--- src/rtl/sump_pkg.sv ---
// Shared opcode map, controller state encoding and config-register select decode
// for the SUMP logic-analyzer controller.
package sump_pkg;

  localparam logic [7:0] OP_RESET     = 8'h00;
  localparam logic [7:0] OP_ARM       = 8'h01;
  localparam logic [7:0] OP_ID        = 8'h02;
  localparam logic [7:0] OP_META      = 8'h04;
  localparam logic [7:0] OP_DIV       = 8'h80;
  localparam logic [7:0] OP_CNT       = 8'h81;
  localparam logic [7:0] OP_FLAGS     = 8'h82;
  localparam logic [7:0] OP_TRIG_BASE = 8'hC0;
  localparam logic [7:0] OP_RISE      = 8'hD0;
  localparam logic [7:0] OP_FALL      = 8'hD1;

  typedef enum logic [2:0] {
    ST_IDLE, ST_DECODE, ST_ID_WAIT, ST_META_START, ST_META_WAIT, ST_ARMED, ST_RUNNING
  } controller_state_t;

  typedef enum logic [3:0] {
    SEL_NONE, SEL_DIV, SEL_CNT, SEL_FLAGS, SEL_MASK, SEL_VALUE, SEL_CONFIG, SEL_RISE, SEL_FALL
  } cfg_sel_t;

  // Trigger opcodes 0xC0..0xCF carry the stage in bits [3:2] and the field in bits [1:0].
  function automatic cfg_sel_t decode_sel(input logic [7:0] op);
    cfg_sel_t sel;
    sel = SEL_NONE;
    if (op[7:4] == OP_TRIG_BASE[7:4]) begin
      case (op[1:0])
        2'd0:    sel = SEL_MASK;
        2'd1:    sel = SEL_VALUE;
        2'd2:    sel = SEL_CONFIG;
        default: sel = SEL_NONE;
      endcase
    end else begin
      case (op)
        OP_DIV:   sel = SEL_DIV;
        OP_CNT:   sel = SEL_CNT;
        OP_FLAGS: sel = SEL_FLAGS;
        OP_RISE:  sel = SEL_RISE;
        OP_FALL:  sel = SEL_FALL;
        default:  sel = SEL_NONE;
      endcase
    end
    return sel;
  endfunction

  function automatic logic is_lifecycle(input logic [7:0] op);
    return (op == OP_ARM) || (op == OP_ID) || (op == OP_META);
  endfunction

endpackage

--- src/rtl/sump_cfg_regs.sv ---
// Configuration register file: one decoded write per strobe, all outputs registered.
module sump_cfg_regs
  import sump_pkg::*;
#(
  parameter int SAMPLE_WIDTH = 8,
  parameter int NUM_STAGES   = 4
) (
  input  logic                               clk_i,
  input  logic                               rst_ni,
  input  logic                               wr_en_i,
  input  cfg_sel_t                           sel_i,
  input  logic [1:0]                         stage_i,
  input  logic [31:0]                        data_i,
  output logic [23:0]                        divider_o,
  output logic [15:0]                        read_count_o,
  output logic [15:0]                        delay_count_o,
  output logic [31:0]                        flags_o,
  output logic [NUM_STAGES*SAMPLE_WIDTH-1:0] trig_mask_o,
  output logic [NUM_STAGES*SAMPLE_WIDTH-1:0] trig_value_o,
  output logic [NUM_STAGES*32-1:0]           trig_config_o,
  output logic [SAMPLE_WIDTH-1:0]            rise_pattern_o,
  output logic [SAMPLE_WIDTH-1:0]            fall_pattern_o
);

  logic stage_ok;
  assign stage_ok = int'(stage_i) < NUM_STAGES;

  always_ff @(posedge clk_i) begin
    if (!rst_ni) begin
      divider_o      <= '0;
      read_count_o   <= '0;
      delay_count_o  <= '0;
      flags_o        <= '0;
      trig_mask_o    <= '0;
      trig_value_o   <= '0;
      trig_config_o  <= '0;
      rise_pattern_o <= '0;
      fall_pattern_o <= '0;
    end else if (wr_en_i) begin
      case (sel_i)
        SEL_DIV:   divider_o <= data_i[23:0];
        SEL_CNT: begin
          read_count_o  <= data_i[15:0];
          delay_count_o <= data_i[31:16];
        end
        SEL_FLAGS: flags_o <= data_i;
        // Stages beyond the configured count are silently dropped.
        SEL_MASK:   if (stage_ok) trig_mask_o[int'(stage_i)*SAMPLE_WIDTH +: SAMPLE_WIDTH] <= data_i[SAMPLE_WIDTH-1:0];
        SEL_VALUE:  if (stage_ok) trig_value_o[int'(stage_i)*SAMPLE_WIDTH +: SAMPLE_WIDTH] <= data_i[SAMPLE_WIDTH-1:0];
        SEL_CONFIG: if (stage_ok) trig_config_o[int'(stage_i)*32 +: 32] <= data_i;
        SEL_RISE:  rise_pattern_o <= data_i[SAMPLE_WIDTH-1:0];
        SEL_FALL:  fall_pattern_o <= data_i[SAMPLE_WIDTH-1:0];
        default: ;
      endcase
    end
  end

endmodule

--- src/rtl/sump_controller.sv ---
// SUMP command sequencer: decodes opcodes into the config register file, drives
// ID/metadata replies and tracks the arm/run/capture lifecycle.
module sump_controller
  import sump_pkg::*;
#(
  parameter int SAMPLE_WIDTH = 8,
  parameter int NUM_STAGES   = 4
) (
  input  logic                               clock,
  input  logic                               ext_reset_n,
  input  logic [7:0]                         opcode,
  input  logic [31:0]                        command,
  input  logic                               cmd_recv_rx,
  input  logic                               run,
  input  logic                               capture_done,
  input  logic                               transmit_busy,
  input  logic                               meta_transmit_finish,
  output logic                               reset,
  output logic                               arm,
  output logic                               send_id,
  output logic                               begin_meta_transmit,
  output logic                               data_meta_mux,
  output logic                               armed,
  output logic                               cmd_dropped,
  output logic [23:0]                        divider,
  output logic [15:0]                        read_count,
  output logic [15:0]                        delay_count,
  output logic [31:0]                        flags,
  output logic [NUM_STAGES*SAMPLE_WIDTH-1:0] trig_mask,
  output logic [NUM_STAGES*SAMPLE_WIDTH-1:0] trig_value,
  output logic [NUM_STAGES*32-1:0]           trig_config,
  output logic [SAMPLE_WIDTH-1:0]            risePattern,
  output logic [SAMPLE_WIDTH-1:0]            fallPattern
);

  controller_state_t state_q;
  logic [7:0]  op_q;
  logic [31:0] cmd_q;
  logic id_pending_q, live_pend_q;
  logic reset_q, arm_q, send_id_q, begin_meta_q, mux_q, armed_q, dropped_q;
  cfg_sel_t sel;
  logic wr_en, abort;

  // A command taken while ARMED/RUNNING is acted on one cycle later (live_pend_q),
  // so it lands on the same cycle-2 timing as one decoded from IDLE.
  assign sel   = decode_sel(op_q);
  assign wr_en = ((state_q == ST_DECODE) || live_pend_q) && (sel != SEL_NONE);
  assign abort = live_pend_q && (op_q == OP_RESET);

  always_ff @(posedge clock) begin
    if (!ext_reset_n) begin
      state_q      <= ST_IDLE;
      op_q         <= '0;
      cmd_q        <= '0;
      id_pending_q <= 1'b0;
      live_pend_q  <= 1'b0;
      reset_q      <= 1'b0;
      arm_q        <= 1'b0;
      send_id_q    <= 1'b0;
      begin_meta_q <= 1'b0;
      mux_q        <= 1'b0;
      armed_q      <= 1'b0;
      dropped_q    <= 1'b0;
    end else begin
      reset_q      <= 1'b0;
      arm_q        <= 1'b0;
      send_id_q    <= 1'b0;
      begin_meta_q <= 1'b0;
      dropped_q    <= 1'b0;
      live_pend_q  <= 1'b0;
      case (state_q)
        ST_IDLE: if (cmd_recv_rx) begin
          op_q    <= opcode;
          cmd_q   <= command;
          state_q <= ST_DECODE;
        end
        ST_DECODE: begin
          dropped_q <= cmd_recv_rx;
          case (op_q)
            OP_RESET: begin reset_q <= 1'b1; state_q <= ST_IDLE; end
            OP_ARM:   begin arm_q <= 1'b1; armed_q <= 1'b1; state_q <= ST_ARMED; end
            OP_ID, OP_META: begin
              id_pending_q <= (op_q == OP_ID);
              mux_q        <= 1'b1;
              state_q      <= ST_ID_WAIT;
            end
            default: state_q <= ST_IDLE;
          endcase
        end
        ST_ID_WAIT: begin
          dropped_q <= cmd_recv_rx;
          if (!transmit_busy) begin
            if (id_pending_q) begin
              send_id_q <= 1'b1;
              state_q   <= ST_META_WAIT;
            end else begin
              state_q <= ST_META_START;
            end
          end
        end
        // begin_meta_transmit is high in the first META_WAIT cycle, where finish is already watched.
        ST_META_START: begin
          dropped_q    <= cmd_recv_rx;
          begin_meta_q <= 1'b1;
          state_q      <= ST_META_WAIT;
        end
        ST_META_WAIT: begin
          dropped_q <= cmd_recv_rx;
          if (meta_transmit_finish) begin
            mux_q   <= 1'b0;
            state_q <= ST_IDLE;
          end
        end
        ST_ARMED, ST_RUNNING: begin
          if (abort) begin
            reset_q <= 1'b1;
            armed_q <= 1'b0;
            state_q <= ST_IDLE;
          end else begin
            if (state_q == ST_ARMED && run) begin
              state_q <= ST_RUNNING;
            end else if (state_q == ST_RUNNING && capture_done) begin
              armed_q <= 1'b0;
              state_q <= ST_IDLE;
            end
            if (cmd_recv_rx) begin
              op_q  <= opcode;
              cmd_q <= command;
              if (is_lifecycle(opcode)) dropped_q <= 1'b1;
              else                      live_pend_q <= 1'b1;
            end
          end
        end
        default: state_q <= ST_IDLE;
      endcase
    end
  end

  assign reset               = reset_q;
  assign arm                 = arm_q;
  assign send_id             = send_id_q;
  assign begin_meta_transmit = begin_meta_q;
  assign data_meta_mux       = mux_q;
  assign armed               = armed_q;
  assign cmd_dropped         = dropped_q;

  sump_cfg_regs #(
    .SAMPLE_WIDTH(SAMPLE_WIDTH),
    .NUM_STAGES  (NUM_STAGES)
  ) u_regs (
    .clk_i         (clock),
    .rst_ni        (ext_reset_n),
    .wr_en_i       (wr_en),
    .sel_i         (sel),
    .stage_i       (op_q[3:2]),
    .data_i        (cmd_q),
    .divider_o     (divider),
    .read_count_o  (read_count),
    .delay_count_o (delay_count),
    .flags_o       (flags),
    .trig_mask_o   (trig_mask),
    .trig_value_o  (trig_value),
    .trig_config_o (trig_config),
    .rise_pattern_o(risePattern),
    .fall_pattern_o(fallPattern)
  );

endmodule

--- config.mk ---
export PLATFORM = sky130hd
export DESIGN_NAME = sump_controller
export DESIGN_NICKNAME = d
export VERILOG_FILES = /design/src/rtl/sump_pkg.sv /design/src/rtl/sump_cfg_regs.sv /design/src/rtl/sump_controller.sv
export SDC_FILE = /design/constraint.sdc
export NUM_CORES = 1
export LEC_CHECK = 0
export BUFFER_PORTS_ARGS = -buffer_cell sky130_fd_sc_hd__buf_2
export CAP_MARGIN = 0
export CORE_UTILIZATION = 35
export DETAILED_ROUTE_END_ITERATION = 8
export HOLD_SLACK_MARGIN = 0.15
export MAX_ROUTING_LAYER = met4
export SYNTH_ARGS = -nofsm -noshare
export SYNTH_HDL_FRONTEND = slang
export SYNTH_HIERARCHICAL = 1
export SYNTH_SLANG_ARGS = --single-unit
--- constraint.sdc ---
create_clock -name clock -period 3.49 [get_ports clock]
set_input_delay 0.349 -clock clock [delete_from_list [all_inputs] [get_ports clock]]
set_output_delay 0.349 -clock clock [all_outputs]
set_load 0.02 [all_outputs]
==> results by group <==
STA
  – Final clock skew: a little under 0.03 ns
  – Hold Fails Final Rpt: 0
  – Setup slack after layout: 0.503 ns
  – Count of endpoints failing setup in the final report: 0
  – Final slew viol count: 0
  – Achievable Freq: 0.335 GHz
  – Period utilisation layout: 0.856
  – Final Critical Period: 2.99 ns
  – Tightest slew margin relative to the limit: 0.443
  – Total Neg Setup Slack: 0 ns
  – Unrepaired setup endpoints after global routing: no
  – Worst-Margin Slew: 0.832 ns

Placement
  – Pre-CTS setup slack: around 0.57 ns
  – Gpl congestion: 0.875
  – Placed wire-length estimate after detailed placement: between 30 and 40 mm
  – Number of buffers added on ports: 349

Global route
  – Initial antenna violation count: 1
  – Vias in the first global route: 11600
  – Total gr overflow: 0
  – Pin count of the biggest net entering global routing: between 100 and 150
  – First-pass GRT wire length: just under 70 mm
  – GRT Resource Usage Total: 0.221

Routing
  – Met1 WL: 19.2 mm
  – Uppermost layer routed: met4
  – Number of DRC violations after detailed-routing iteration 0: between 500 and 600
  – Routed Antenna Nets: 0
  – Met3 WL post-DR: 2.65 mm
  – Vias/cell: 5.03
  – 1st-pass router iterations: 5
  – Routed wire length: 44.4 mm
  – Vias: between 10000 and 15000
  – Routed met2 length: ~21 mm
  – Routed length per instance: 19.0 um
  – DR DRC count: 0

Logic synthesis
  – Most used flip-flop cell after synthesis: sky130_fd_sc_hd__dfxtp_1
  – Synthesized area per cell: approximately 9.7 um^2
  – Largest cells by area after synthesis: sky130_fd_sc_hd__dfxtp_1, sky130_fd_sc_hd__mux2i_1, sky130_fd_sc_hd__nand2_1
  – Synthesized net count: 1483
  – Synthesized instance count: around 1400
  – Synthesized area: 0.0138 mm^2
  – Count of warnings emitted by yosys: 6
  – Register area share after synthesis: 0.504
  – Post-synth top area share: 0.504
  – Post-synth ARST share: 0
  – Post-synth EDFFs: 0
  – Flip-flop and latch count after synthesis: 348
  – Most area-hungry cell type in the Yosys netlist: sky130_fd_sc_hd__dfxtp_1
  – Synth unique cells: 62

Floorplanning
  – Starting density of the core: 0.356
  – DIE AREA: 0.0403 mm^2
  – Height of the die: 201 um
  – Number of top-level pins: 350
  – Placement Rows: 72
  – Die width: 201 um
  – Placeable core area: 0.0388 mm^2

Critical path
  – Worst path buffer plus inverter count: 1
  – Setup Crit Path Kind: flip-flop to flip-flop
  – Largest stage delay on the critical path: 0.74 ns
  – Crit path max-delay cell type: sky130_fd_sc_hd__or4b_2
  – Worst-path cell chain: or4b_2 > nor3_1 > nor3b_1 > nand2_2 > buf_4 > mux2i_1
  – Kind of start point of the critical path: flip-flop
  – Worst setup EP type: flip-flop
  – Critical path depth in cells: 6
  – Max Fanout on Critical Path: 32
  – Depth of the most critical reg-to-reg path: 6
  – Gate family responsible for the most delay along the worst path: simple AND/OR/NAND/NOR gates
  – Required time of the worst setup path: about 4.0 ns
  – WP data arrival: 3.44 ns

Power and ir drop
  – Worst supply voltage drop on vdd: about 0.39 mV
  – Power density over the cells: 573 mW/mm^2
  – Pleak: 7.81 nW

Clock tree
  – Clock latency of the later-clocked register in the worst-skew pair: 0.57 ns
  – Clk slew on worst S/H paths: ~0.06 ns
  – Post_cts resized: 0
  – Number of sinks on the clock net: 348
  – Clock root buffer master: sky130_fd_sc_hd__clkbuf_16
  – Clock buffer count from CTS: 39
  – Clock tree from TritonCTS: yes
  – H-Tree Level Count: 2
  – Number of buffers on the longest clock path: 3

Run status
  – Result of the run: complete, no violations

Layout
  – Net total in the final layout: 1836
  – Syn-to-layout area delta: 28.7%
  – Ratio of cells with drive above 1 in the final layout: 0.257

Min path
  – Class of the worst hold path: input port to flip-flop
  – Hold Path Depth: 4

Job
  – Max-cap violation count: 0
## layout by cell type, fill, tap and decap left out, types with 9 or more instances in the layout
master / n
sky130_fd_sc_hd__nand2_1: 390
sky130_fd_sc_hd__dfxtp_1: 348
sky130_fd_sc_hd__buf_2: 348
sky130_fd_sc_hd__mux2i_1: 288
sky130_fd_sc_hd__nand3_1: 104
sky130_fd_sc_hd__dlygate4sd3_1: 45
sky130_fd_sc_hd__clkbuf_16: 39
sky130_fd_sc_hd__buf_4: 27
sky130_fd_sc_hd__a32o_1: 24
sky130_fd_sc_hd__o32ai_1: 24
sky130_fd_sc_hd__nor2_1: 23
sky130_fd_sc_hd__a21oi_1: 9
sky130_fd_sc_hd__clkbuf_8: 9
## flip-flops by register name, indices dropped and copies added, names as in the netlist
register and cells:
u_regs/flags_o 32, cmd_dropped 1, armed 1, u_regs/trig_mask_o 32, send_id 1, u_regs/fall_pattern_o 8
u_regs/delay_count_o 16, u_regs/read_count_o 16, reset 1, live_pend_q 1, u_regs/divider_o 24, id_pending_q 1
u_regs/trig_config_o 128, data_meta_mux 1, u_regs/rise_pattern_o 8, begin_meta_transmit 1, state_q 3, op_q 8
arm 1, cmd_q 32, u_regs/trig_value_o 32
## synthesized netlist by cell type, types with 9 or more instances
master and number:
sky130_fd_sc_hd__buf_4 14, sky130_fd_sc_hd__a32o_1 24, sky130_fd_sc_hd__a21oi_1 9, sky130_fd_sc_hd__nand2_1 392
sky130_fd_sc_hd__nand3_1 104, sky130_fd_sc_hd__mux2i_1 288, sky130_fd_sc_hd__nor2_1 25, sky130_fd_sc_hd__dfxtp_1 348
sky130_fd_sc_hd__buf_2 29, sky130_fd_sc_hd__o32ai_1 24, sky130_fd_sc_hd__clkbuf_1 63
## where the power goes
group          leakage, nW  total, W  switching [W]  internal (W)
Combinational         4.34   0.00144       0.000912      0.000528
Clock                0.664   0.00432        0.00169       0.00262
Sequential            2.81   0.00445       0.000327       0.00413
## kinds of logic after synthesis
logic type,share of synthesized area
AND/OR/NAND/NOR,0.187
multiplexers,0.208
adder cells (fa/ha/maj),0.00525
buffers and inverters,0.0429
flip-flops,0.504
XOR/XNOR,0.00253
AO/OA/AOI/OAI,0.0502
## worst min-delay path, stage by stage
cell and delay (ns):
sky130_fd_sc_hd__buf_2 0.10, sky130_fd_sc_hd__inv_1 0.04, sky130_fd_sc_hd__o211ai_1 0.14, sky130_fd_sc_hd__o21ai_0 0.08
## what timing repair did
action	CTS	global route
setup buffers	0	0
hold buffers	45	0
endpoints found under the hold margin	45	0
## layout make-up
type	count	area, um^2
Clock buffer	54	1120
Fill cell	3713	21000
Tap cell	518	648
Antenna cell	1	2.50
Clock inverter	15	215
Sequential cell	348	6970
Inverter	6	22.5
Timing Repair Buffer	426	2510
Multi-Input combinational cell	963	6310
## final timing paths
kind / start / endpoint / slack [ns]
max: op_q[1]$_SDFFE_PN0P_ / u_regs/read_count_o[12]$_SDFFE_PN0P_ / 0.50
min: run / state_q[0]$_SDFFE_PN0P_ / 0.20
max reg2reg: op_q[1]$_SDFFE_PN0P_ / u_regs/read_count_o[12]$_SDFFE_PN0P_ / 0.50
min reg2reg: u_regs/trig_config_o[73]$_SDFFE_PN0P_ / u_regs/trig_config_o[73]$_SDFFE_PN0P_ / 0.45
## routing by layer
metal,track usage,vias up
li1,-,5621
met1,0.266,5663
met2,0.361,375
met3,0.0510,76
met4,0.0807,0
met5,-,-
## metrics by stage
stage / instances / util / cell area [um^2] / total power, W / hold WS (ns)
after global routing: 2331 / 0.458 / 17800 / 0.0106 / 0.240
after global placement: 2216 / 0.412 / 16000 / 0.00591 / 0.439
after CTS: 2330 / 0.458 / 17800 / 0.0103 / 0.175
after floorplan: 1431 / - / 13800 / 0.00549 / 0.426
after detailed placement: 2216 / 0.412 / 16000 / 0.00594 / 0.443
final: 2331 / 0.458 / 17800 / 0.0102 / 0.205
Note: power is estimated with default switching activity, not from simulation.
